--- src/rtl/param_register_file.sv ---
// param_register_file: parametrised register file with a hardwired zero
// register, write-to-read bypass, a sequential zero-clear after reset that
// gates a ready flag, and a per-register busy scoreboard for the pipeline.
module param_register_file #(
  parameter int XLEN           = 32,
  parameter int NREGS          = 32,
  parameter bit ZERO_REG       = 1'b1,
  parameter bit BYPASS         = 1'b1,
  parameter bit CLEAR_ON_RESET = 1'b1,
  localparam int AW            = $clog2(NREGS)
) (
  input  logic            clock,
  input  logic            reset,
  input  logic [AW-1:0]   rd_addr1,
  input  logic [AW-1:0]   rd_addr2,
  output logic [XLEN-1:0] rd_data1,
  output logic [XLEN-1:0] rd_data2,
  output logic            rd_busy1,
  output logic            rd_busy2,
  input  logic            wr_en,
  input  logic [AW-1:0]   wr_addr,
  input  logic [XLEN-1:0] wr_data,
  input  logic            alloc_en,
  input  logic [AW-1:0]   alloc_addr,
  input  logic [AW-1:0]   dbg_addr,
  output logic [XLEN-1:0] dbg_data,
  output logic            ready
);

  localparam int AWP = AW + 1;

  typedef enum logic [0:0] {
    ST_CLEAR = 1'b0,
    ST_READY = 1'b1
  } state_t;

  state_t            state_q, state_d;
  logic [AW-1:0]     clr_idx_q, clr_idx_d;
  logic              ready_q, ready_d;
  logic [NREGS-1:0]  busy_q, busy_d;
  logic [XLEN-1:0]   regs_q [NREGS];

  logic              mem_we_s;
  logic [AW-1:0]     mem_addr_s;
  logic [XLEN-1:0]   mem_wdata_s;

  // An address names real, modifiable storage: in range and not the
  // hardwired zero register. Reads of anything else return 0.
  function automatic logic addr_live(input logic [AW-1:0] addr);
    logic in_range;
    logic is_zero;
    in_range = ({1'b0, addr} < AWP'(NREGS));
    is_zero  = ZERO_REG && (addr == {AW{1'b0}});
    return in_range && !is_zero;
  endfunction

  // A write on the same cycle to the address being read is forwarded.
  function automatic logic bypass_hit(input logic [AW-1:0] addr);
    return BYPASS && ready_q && wr_en && (wr_addr == addr);
  endfunction

  function automatic logic [XLEN-1:0] read_data(input logic [AW-1:0] addr,
                                                input logic          use_bypass);
    logic [XLEN-1:0] val;
    if (!ready_q || !addr_live(addr)) begin
      val = {XLEN{1'b0}};
    end else if (use_bypass && bypass_hit(addr)) begin
      val = wr_data;
    end else begin
      val = regs_q[addr];
    end
    return val;
  endfunction

  // Busy is hidden once the producing write is being forwarded this cycle.
  function automatic logic read_busy(input logic [AW-1:0] addr);
    logic val;
    if (!ready_q || !addr_live(addr)) begin
      val = 1'b0;
    end else if (bypass_hit(addr)) begin
      val = 1'b0;
    end else begin
      val = busy_q[addr];
    end
    return val;
  endfunction

  // Next-state for the clear sequencer, ready flag, scoreboard and storage write port.
  always_comb begin
    state_d     = state_q;
    clr_idx_d   = clr_idx_q;
    ready_d     = ready_q;
    busy_d      = busy_q;
    mem_we_s    = 1'b0;
    mem_addr_s  = wr_addr;
    mem_wdata_s = wr_data;
    if (reset) begin
      state_d   = ST_CLEAR;
      clr_idx_d = {AW{1'b0}};
      ready_d   = 1'b0;
      busy_d    = {NREGS{1'b0}};
    end else begin
      case (state_q)
        ST_CLEAR: begin
          if (CLEAR_ON_RESET) begin
            mem_we_s    = 1'b1;
            mem_addr_s  = clr_idx_q;
            mem_wdata_s = {XLEN{1'b0}};
            if (clr_idx_q == AW'(NREGS - 1)) begin
              state_d   = ST_READY;
              ready_d   = 1'b1;
              clr_idx_d = {AW{1'b0}};
            end else begin
              clr_idx_d = clr_idx_q + AW'(1);
            end
          end else begin
            state_d = ST_READY;
            ready_d = 1'b1;
          end
        end
        ST_READY: begin
          // Clear-on-write first so a same-edge alloc to the same register wins.
          if (wr_en && addr_live(wr_addr)) begin
            mem_we_s        = 1'b1;
            busy_d[wr_addr] = 1'b0;
          end else begin
            mem_we_s = 1'b0;
          end
          if (alloc_en && addr_live(alloc_addr)) begin
            busy_d[alloc_addr] = 1'b1;
          end else begin
            busy_d = busy_d;
          end
        end
        default: begin
          state_d   = ST_CLEAR;
          clr_idx_d = {AW{1'b0}};
          ready_d   = 1'b0;
        end
      endcase
    end
  end

  // Control registers: sequencer state, clear index, ready flag, scoreboard.
  always_ff @(posedge clock) begin
    state_q   <= state_d;
    clr_idx_q <= clr_idx_d;
    ready_q   <= ready_d;
    busy_q    <= busy_d;
  end

  // Register storage; not reset directly, zeroed by the clear sequence.
  always_ff @(posedge clock) begin
    if (mem_we_s) begin
      regs_q[mem_addr_s] <= mem_wdata_s;
    end
  end

  assign rd_data1 = read_data(rd_addr1, 1'b1);
  assign rd_data2 = read_data(rd_addr2, 1'b1);
  assign dbg_data = read_data(dbg_addr, 1'b0);
  assign rd_busy1 = read_busy(rd_addr1);
  assign rd_busy2 = read_busy(rd_addr2);
  assign ready    = ready_q;

endmodule

--- config.mk ---
export PLATFORM = sky130hd
export DESIGN_NAME = param_register_file
export DESIGN_NICKNAME = d
export VERILOG_FILES = /design/src/rtl/param_register_file.sv
export SDC_FILE = /design/constraint.sdc
export NUM_CORES = 1
export LEC_CHECK = 0
export CORE_ASPECT_RATIO = 1.25
export CORE_UTILIZATION = 25
export CTS_CLUSTER_SIZE = 25
export DETAILED_ROUTE_END_ITERATION = 12
export PLACE_DENSITY = 0.47
export SLEW_MARGIN = 20
export SYNTH_ARGS = -nofsm -noshare
export SYNTH_HDL_FRONTEND = slang
export SYNTH_SLANG_ARGS = --single-unit
--- constraint.sdc ---
create_clock -name clock -period 11.3 [get_ports clock]
set_clock_uncertainty 0.15 [all_clocks]
set_input_delay 3.39 -clock clock [delete_from_list [all_inputs] [get_ports clock]]
set_output_delay 3.39 -clock clock [all_outputs]
set_load 0.02 [all_outputs]
== Yosys cells after proc, flatten, opt, wreduce, memory -nomap -nowiden ==
Memories as Yosys holds them, arrays and structs flattened.
Cells that the tools add are included.
Storage, ports and cells
  register bits after elaboration: 39
  RAM bits: 1024
  input port bits: 61
  output and inout port bits: 99
  logic and storage cells: 71
  memories kept: 1
Cells by class
  add/sub/neg operators: 1
  magnitude comparators: 6
  eq/ne operators: 3
  multiplexer cells: 33
  bitwise operators: 4
  reductions and logical operators: 19
Memory list
  regs_q: depth 32, width 32, rd ports 3, clocked after Yosys merged registers in 0, wr ports 1, line 41  | logic [XLEN-1:0] regs_q [NREGS];
Operators by type and width (number)
  $mux W32: 11
  $and A32 B32 Y32: 1
  $not A32 Y32: 1
  $or A32 B32 Y32: 1
  $logic_not A5 Y1: 5
  $lt A5 B6 Y1 const B: 4
  $mux W5: 3
  $mux W1: 14
  $bmux W1 S5: 2
  $demux W1 S5: 2
  $eq A5 B5 Y1: 2
  $ge A5 B1 Y1 const B: 2
  $logic_and A1 B1 Y1: 7
  $add A5 B1 Y5 const B: 1
  $eq A5 B5 Y1 const B: 1
  $logic_not A1 Y1: 3
  $logic_or A1 B1 Y1: 3
  $pmux W1 S2: 1
  $reduce_and A2 Y1: 1
  $not A1 Y1: 1

== Logic depth before layout (Yosys ltp) ==
Gate-level depths: netlist (run 1).
  depth in word-level cells: 11
  mapped depth: 10
  gate-level depth less buffers: 6

== Worst setup path after synthesis (run 1) ==
OpenSTA, ideal clock, no wires.
  path type: input to output
  start point: input rd_addr1[1]
  end point: output rd_data1[28]
  data arrival time: 5.150 ns
  required time: 7.760 ns
  slack: 2.610 ns
  stages: 8
  path buffers: 4
  path through: buf_4 buf_4 buf_2 clkbuf_1 mux4_2 a22oi_1 a21oi_1 a211o_1
On the way
  word-level cells in the longest chain between the ends: 4
  elaborated cells on any way between the ends: 7
  classes of those cells: eq/ne (1); mux (2); reduce/logical (3); memory (1)
RTL lines
  start, declared: line 14  | input logic [AW-1:0] rd_addr1,
  branches (longest 3 deep; another with $mem_v2 Z32 W32)
  $mux W32 *: line 65  | if (!ready_q || !addr_live(addr)) begin
  end, declared: line 16  | output logic [XLEN-1:0] rd_data1,
Every way passes the cells marked *.

== Worst setup path in the final report (run 1) ==
  start point: input wr_addr[1]
  end point: output rd_data2[7]
On the way
  word-level cells in the longest chain between the ends: 4
RTL lines
  start, declared: line 21  | input logic [AW-1:0] wr_addr,
  $eq A5 B5 Y1: line 59  | return BYPASS && ready_q && wr_en && (wr_addr == addr);
  $logic_and A1 B1 Y1: line 59
  $mux W32: line 67  | end else if (use_bypass && bypass_hit(addr)) begin
  $mux W32: line 65
  end, declared: line 17  | output logic [XLEN-1:0] rd_data2,
No other way between the ends.

==> flow_summary.ini, run 1 <==
[detailed_routing]
vias_per_cell = 5.81
drc_errors = 0
drt_iter0_drc = 4511
wire_per_inst_um = 35.7
wirelength_um = 254000
via_count = 41400
drtAntennaViolNets = 0
dr.pass1.iters = 6

[critical_path]
max_stage_delay_ns = 0.75
rr_endpoint = regs_q[12][0]
worstPathCellList = clkdlybuf4s50_1, xnor2_1, nand4_1, or2_2, nor2_4, buf_12, a211o_1, clkdlybuf4s50_1
cp_max_fo = 17
startpoint_type = input pin
r2r_cells = 6
slowest_stage = nor2_4
cp.required_ns = 7.76
rr_startpoint = state_q
crit_end = rd_data2[7]
worstSetupStartpoint = wr_addr[1]
critPathMostFrequentCell = clkdlybuf4s50_1
cp.arrival_ns = 7.19
worstSetupEndpointType = primary output
crit_type = in2out
r2r_slack_ns = 6.90

[floorplanning]
core_area_sq_um = 236000
start_util_pct = 25.2
fp.dieW_um = 438
io_pins = 160
fp.dieArea_sq_um = 240000
fp.dieH_um = 547
rows = 199

[timing]
setup_viol = 0
fin_crit_ns = 10.73
slew_viol_final = 0
setup_tns_ns = 0
worstMarginPinSlew_ns = 1.22
finalHoldViolations = 0
fin_crit_sh_pct = 95.0
rsz0062_at_grt = false
whs_ns = 0.338
fmax_mhz = 93.2
relSlewSlack_pct = 18.8

[global_routing]
grt_pass1_wl_um = 346000
antenna_found_initial = 12
grt_overflow_total = 0
grt_max_degree = 81
first_global_vias = 41400
grt_usage_pct = 20.7

[clock_network]
cts_tree = yes
htreeDepth = 3
clkSinkCount = 1063
cts_resized = 0
cts_hold_buffers = 0
post_cts_buffers = 0
cts_buffers = 111
clockRootBuffer = clkbuf_16
cts_max_path_buffers = 3
clock_latency_ns = 0.76
clk_pin_slew_worst_paths_ns = 0.06

[synthesis]
ys_async_sr_fraction_pct = 0
syn_area_sq_um = 59400
synth_cells = 3821
synth_cell_types = 58
synth-warning-count = 0
yosysSeqAreaShare_pct = 53.1
synth_edf_count = 1024
ys.flop_type = edfxtp_1
synth_nets = 3884
avgSynthCellArea_sq_um = 15.6
synth-seq-cells = 1063

[cells_and_area]
nets = 3975
postLayoutCellArea_sq_um = 69000
syn_to_final_growth_pct = 16.2
utilization_pct = 29.3
final_common_cell = edfxtp_1
drive_gt1_share_pct = 23.5
final_cell_mix = 1024 x edfxtp_1, 613 x mux2i_1, 498 x mux4_2

[min_path]
hold_path.class = reg2reg

[pwr]
p_leak_nw = 22.8
finalPower_w = 0.00924
powerDensity_nw_per_um2 = 134
irDropWorstVdd_uv = 121

[status]
status = complete, no violations

[placement]
portBuffers = 159
dp.final_hpwl_um = 147000
gp_congestion = 0.817
placed_area_sq_um = 65300

[run]
cap_violations = 0
==> cell type report <==
cell class	count	area (sq um)
tap	3115	3900
antenna	6	15.0
clock inverter	75	704
inverter	8	35.0
clock buffer	135	2930
sequential	1063	31500
multi-input combinational	2385	26500
timing repair buffer	343	3400
fill	23300	167000
==> metrics by stage <==
step	cells	worst slack, ns
final	7130	0.570
after global routing	7127	0.500
after CTS	7122	0.569
after detailed placement	6912	0.581
after global placement	6910	0.560
after floorplan	3821	2.61
==> cell usage after synthesis (all sizes together), types with 7 or more instances <==
cell	instances	area [sq um]
a211o	60	526
o22ai	67	419
clkbuf	192	724
nor3	40	205
nand2b	37	231
o221ai	128	1120
or3	32	200
dfxtp	39	781
inv	8	30.0
a22oi	66	495
xnor2	9	78.8
mux4	498	11200
nor2	70	263
o21ai	37	193
a211oi	30	225
edfxtp	1024	30700
o21bai	61	458
a2111oi	30	263
o31ai	32	240
nand2	56	210
a21oi	192	961
a22o	30	263
nand3	19	95.1
mux2i	613	6140
mux2	7	78.8
buf	173	1100
a221oi	154	1350
nor2b	70	438
==> power by group <==
group	leakage (nW)	internal (W)	total, W	switching [W]
clock	1.76	0.00210	0.00379	0.00169
sequential	9.69	0.00436	0.00438	0.0000227
combinational	11.3	0.000401	0.00107	0.000667
total	22.8	0.00686	0.00924	0.00238
==> worst min path at each step <==
stage	startpoint	endpoint	slack, ns	cells after the start
final	busy_q[0]	busy_q[0]	0.34	1
after global routing	busy_q[0]	busy_q[0]	0.35	1
after CTS	busy_q[0]	busy_q[0]	0.34	1
after detailed placement	busy_q[0]	busy_q[0]	0.33	1
after global placement	busy_q[13]	busy_q[13]	0.32	2
after floorplan	busy_q[0]	busy_q[0]	0.30	1
==> sequential cells by signal, indices dropped and copies added (netlist names) <==
signal and cells:
clr_idx_q 5, busy_q 32, state_q 1, ready 1, regs_q 1024
==> routing by layer <==
metal  GRT usage, %  vias up  part of all wire (%)
li1               -    16600                     -
met3           3.00      464                   6.4
met4           9.47        2                   4.5
met2           34.5     2006                    49
met1           26.3    22300                    40
met5              0        -                0.0051
==> worst max-delay path, delay by kind of cell <==
family / cells / cell delay (ns)
xor gates and xnor gates: 1 / 0.17
AOI/OAI and AO/OA: 1 / 0.34
and+or+nand+nor: 3 / 1.54
buffers and inverters: 3 / 1.71
==> logic make-up after synthesis <==
family | Yosys count | synth area share [%]
multiplexers | 1118 | 29.3
XOR/XNOR | 10 | 0.147
AO/OA/AOI/OAI | 905 | 11.2
flip-flops | 1063 | 53.1
adder cells (fa/ha/maj) | 2 | 0.0421
AND/OR/NAND/NOR | 350 | 3.09
buffers and inverters | 373 | 3.12
Power figures use the tool's default switching activity.
==> inputs of run 2 (changes only) <==
--- a/config.mk
+++ b/config.mk
@@ -7,6 +7,7 @@
 export LEC_CHECK = 0
 export CORE_ASPECT_RATIO = 1.25
 export CORE_UTILIZATION = 25
+export CTS_BUF_LIST = sky130_fd_sc_hd__clkbuf_8
 export CTS_CLUSTER_SIZE = 25
 export DETAILED_ROUTE_END_ITERATION = 12
 export PLACE_DENSITY = 0.47
==> flow_summary.ini, run 2 (synthesis results as in run 1) <==
[detailed_routing]
topRoutingLayerUsed = met5
wl_met3_um = 16500
via_count = 41800
drt-met1-wl_um = 103000
wirelength_um = 255000
drt_iter0_drc = 4342
drtAntennaViolNets = 0
vias_per_cell = 5.76
drc_errors = 0
dr.pass1.iters = 5
wire_per_inst_um = 35.2
dr_wl_met2_um = 125000

[floorplanning]
start_util_pct = 25.2
core_area_sq_um = 236000
io_pins = 160
fp.dieW_um = 438
rows = 199
fp.dieArea_sq_um = 240000
fp.dieH_um = 547

[pwr]
irDropWorstVdd_uv = 106
p_comb_share_pct = 12.1
powerDensity_nw_per_um2 = 129
p_int_w = 0.00646
p_seq_share_pct = 49.5
p_leak_nw = 22.9
pwr-share-clk_pct = 38.5
switching_share_pct = 27.1
power.switching_w = 0.00240

[global_routing]
antenna_found_initial = 12
grt_usage_pct = 20.7
grt_max_degree = 81
grt_pass1_wl_um = 347000
first_global_vias = 42000
grt_overflow_total = 0

[clock_network]
cts_max_path_buffers = 3
clock_latency_ns = 0.92
cts_resized = 0
post_cts_buffers = 0
htreeDepth = 4
cts_tree = yes
clk_pin_slew_worst_paths_ns = 0.06
clockRootBuffer = clkbuf_8
cts_buffers = 177
cts_hold_buffers = 0
clkSinkCount = 1063

[timing]
whs_ns = 0.341
fmax_mhz = 93.3
slew_viol_final = 0
fin_crit_ns = 10.71
fin_crit_sh_pct = 94.8
setup_viol = 0
rsz0062_at_grt = false
setup_tns_ns = 0
worstMarginPinSlew_ns = 1.17
relSlewSlack_pct = 21.5
finalHoldViolations = 0

[cells_and_area]
drive_gt1_share_pct = 24.4
postLayoutCellArea_sq_um = 68800
fin_cells = 7251
largest_reg_flops = 1024
final_common_cell = edfxtp_1
syn_to_final_growth_pct = 15.7
top_regs = regs_q x1024, busy_q x32, clr_idx_q x5
nets = 4041
regMostFlops = regs_q
fill_cells = 23500
final_cell_mix = 1024 x edfxtp_1, 613 x mux2i_1, 498 x mux4_2
utilization_pct = 29.2

[critical_path]
worstSetupEndpointType = primary output
cp.arrival_ns = 7.17
cp_max_fo = 17
critPathBufInv = 3
crit_type = in2out
startpoint_type = input pin
critPathMostFrequentCell = clkdlybuf4s50_1
cp_top_family = buffers and inverters
r2r_slack_ns = 6.92
worstSetupStartpoint = wr_addr[1]
crit_end = rd_data2[7]
max_stage_delay_ns = 0.76
slowest_stage = nor2_4
path_depth = 8
r2r_cells = 6
rr_startpoint = state_q
rr_endpoint = regs_q[18][15]
worstPathCellList = clkdlybuf4s50_1, xnor2_1, nand4_1, or2_2, nor2_4, buf_12, a211o_1, clkdlybuf4s50_1
cp.required_ns = 7.76

[placement]
dp.final_hpwl_um = 147000
portBuffers = 159
gp_congestion = 0.817
placed_area_sq_um = 65300
dp.cells = 6912

[run]
cap_violations = 0

[min_path]
hold_path.class = reg2reg

[status]
status = complete, no violations
## run 2: cell types whose count changed in the layout (fill, tap and decap cells not counted), moves of 2 or more
cell       previous run  this run
inv_1                 5        60
bufinv_16            11         8
clkinv_1             22        41
clkbuf_8              4       186
inv_8                 0         3
clkbuf_16           113         0
clkinv_2             20        27
clkinv_8              2         0
diode_2               6        11
inv_6                 6         0
clkbuf_1             19         0
clkinv_4              4         0
## run 2: cell type report
type	instances	area, sq um	share of cell area [%]
timing repair buffer	343	3390	4.93
antenna	11	27.5	0.0400
tap	3115	3900	5.67
inverter	8	35.0	0.0509
sequential	1063	31500	45.8
clock inverter	142	838	1.22
clock buffer	184	2530	3.68
multi-input combinational	2385	26500	38.6
## run 2: power groups by stage
stage	registers [W]	logic (W)	clock network [W]
finish	0.00438	0.00107	0.00341
global route	0.00439	0.00111	0.00362
CTS	0.00438	0.00106	0.00348
detailed placement	0.00447	0.00106	0
global placement	0.00447	0.00106	0
floorplan	0.00446	0.000671	0
## run 2: metal layers
layer  up-vias  global-route usage [%]
li1      16800                       -
met2      2040                    34.9
met3       489                    3.35
met4         2                    8.90
met5         -                       0
met1     22500                    26.3
## run 2: worst register-to-register path: cells and delay by family, from the launching register on
kind | cells | cell delay [ns]
multiplexers | 1 | 0.61
flip-flops | 1 | 0.56
buffers and inverters | 2 | 1.25
AND/OR/NAND/NOR | 3 | 1.36
## run 2: per-stage QoR
step,setup slack [ns],total power (W)
floorplan,2.61,0.00513
global placement,0.560,0.00552
detailed placement,0.581,0.00553
CTS,0.569,0.00893
global route,0.509,0.00912
finish,0.587,0.00886
## run 2: how the worst min path moves through the flow
stage,to,slack [ns],from,cells past startpoint
global placement,busy_q[13],0.32,busy_q[13],2
CTS,busy_q[0],0.34,busy_q[0],1
detailed placement,busy_q[0],0.33,busy_q[0],1
finish,busy_q[0],0.34,busy_q[0],1
floorplan,busy_q[0],0.30,busy_q[0],1
global route,busy_q[0],0.35,busy_q[0],1
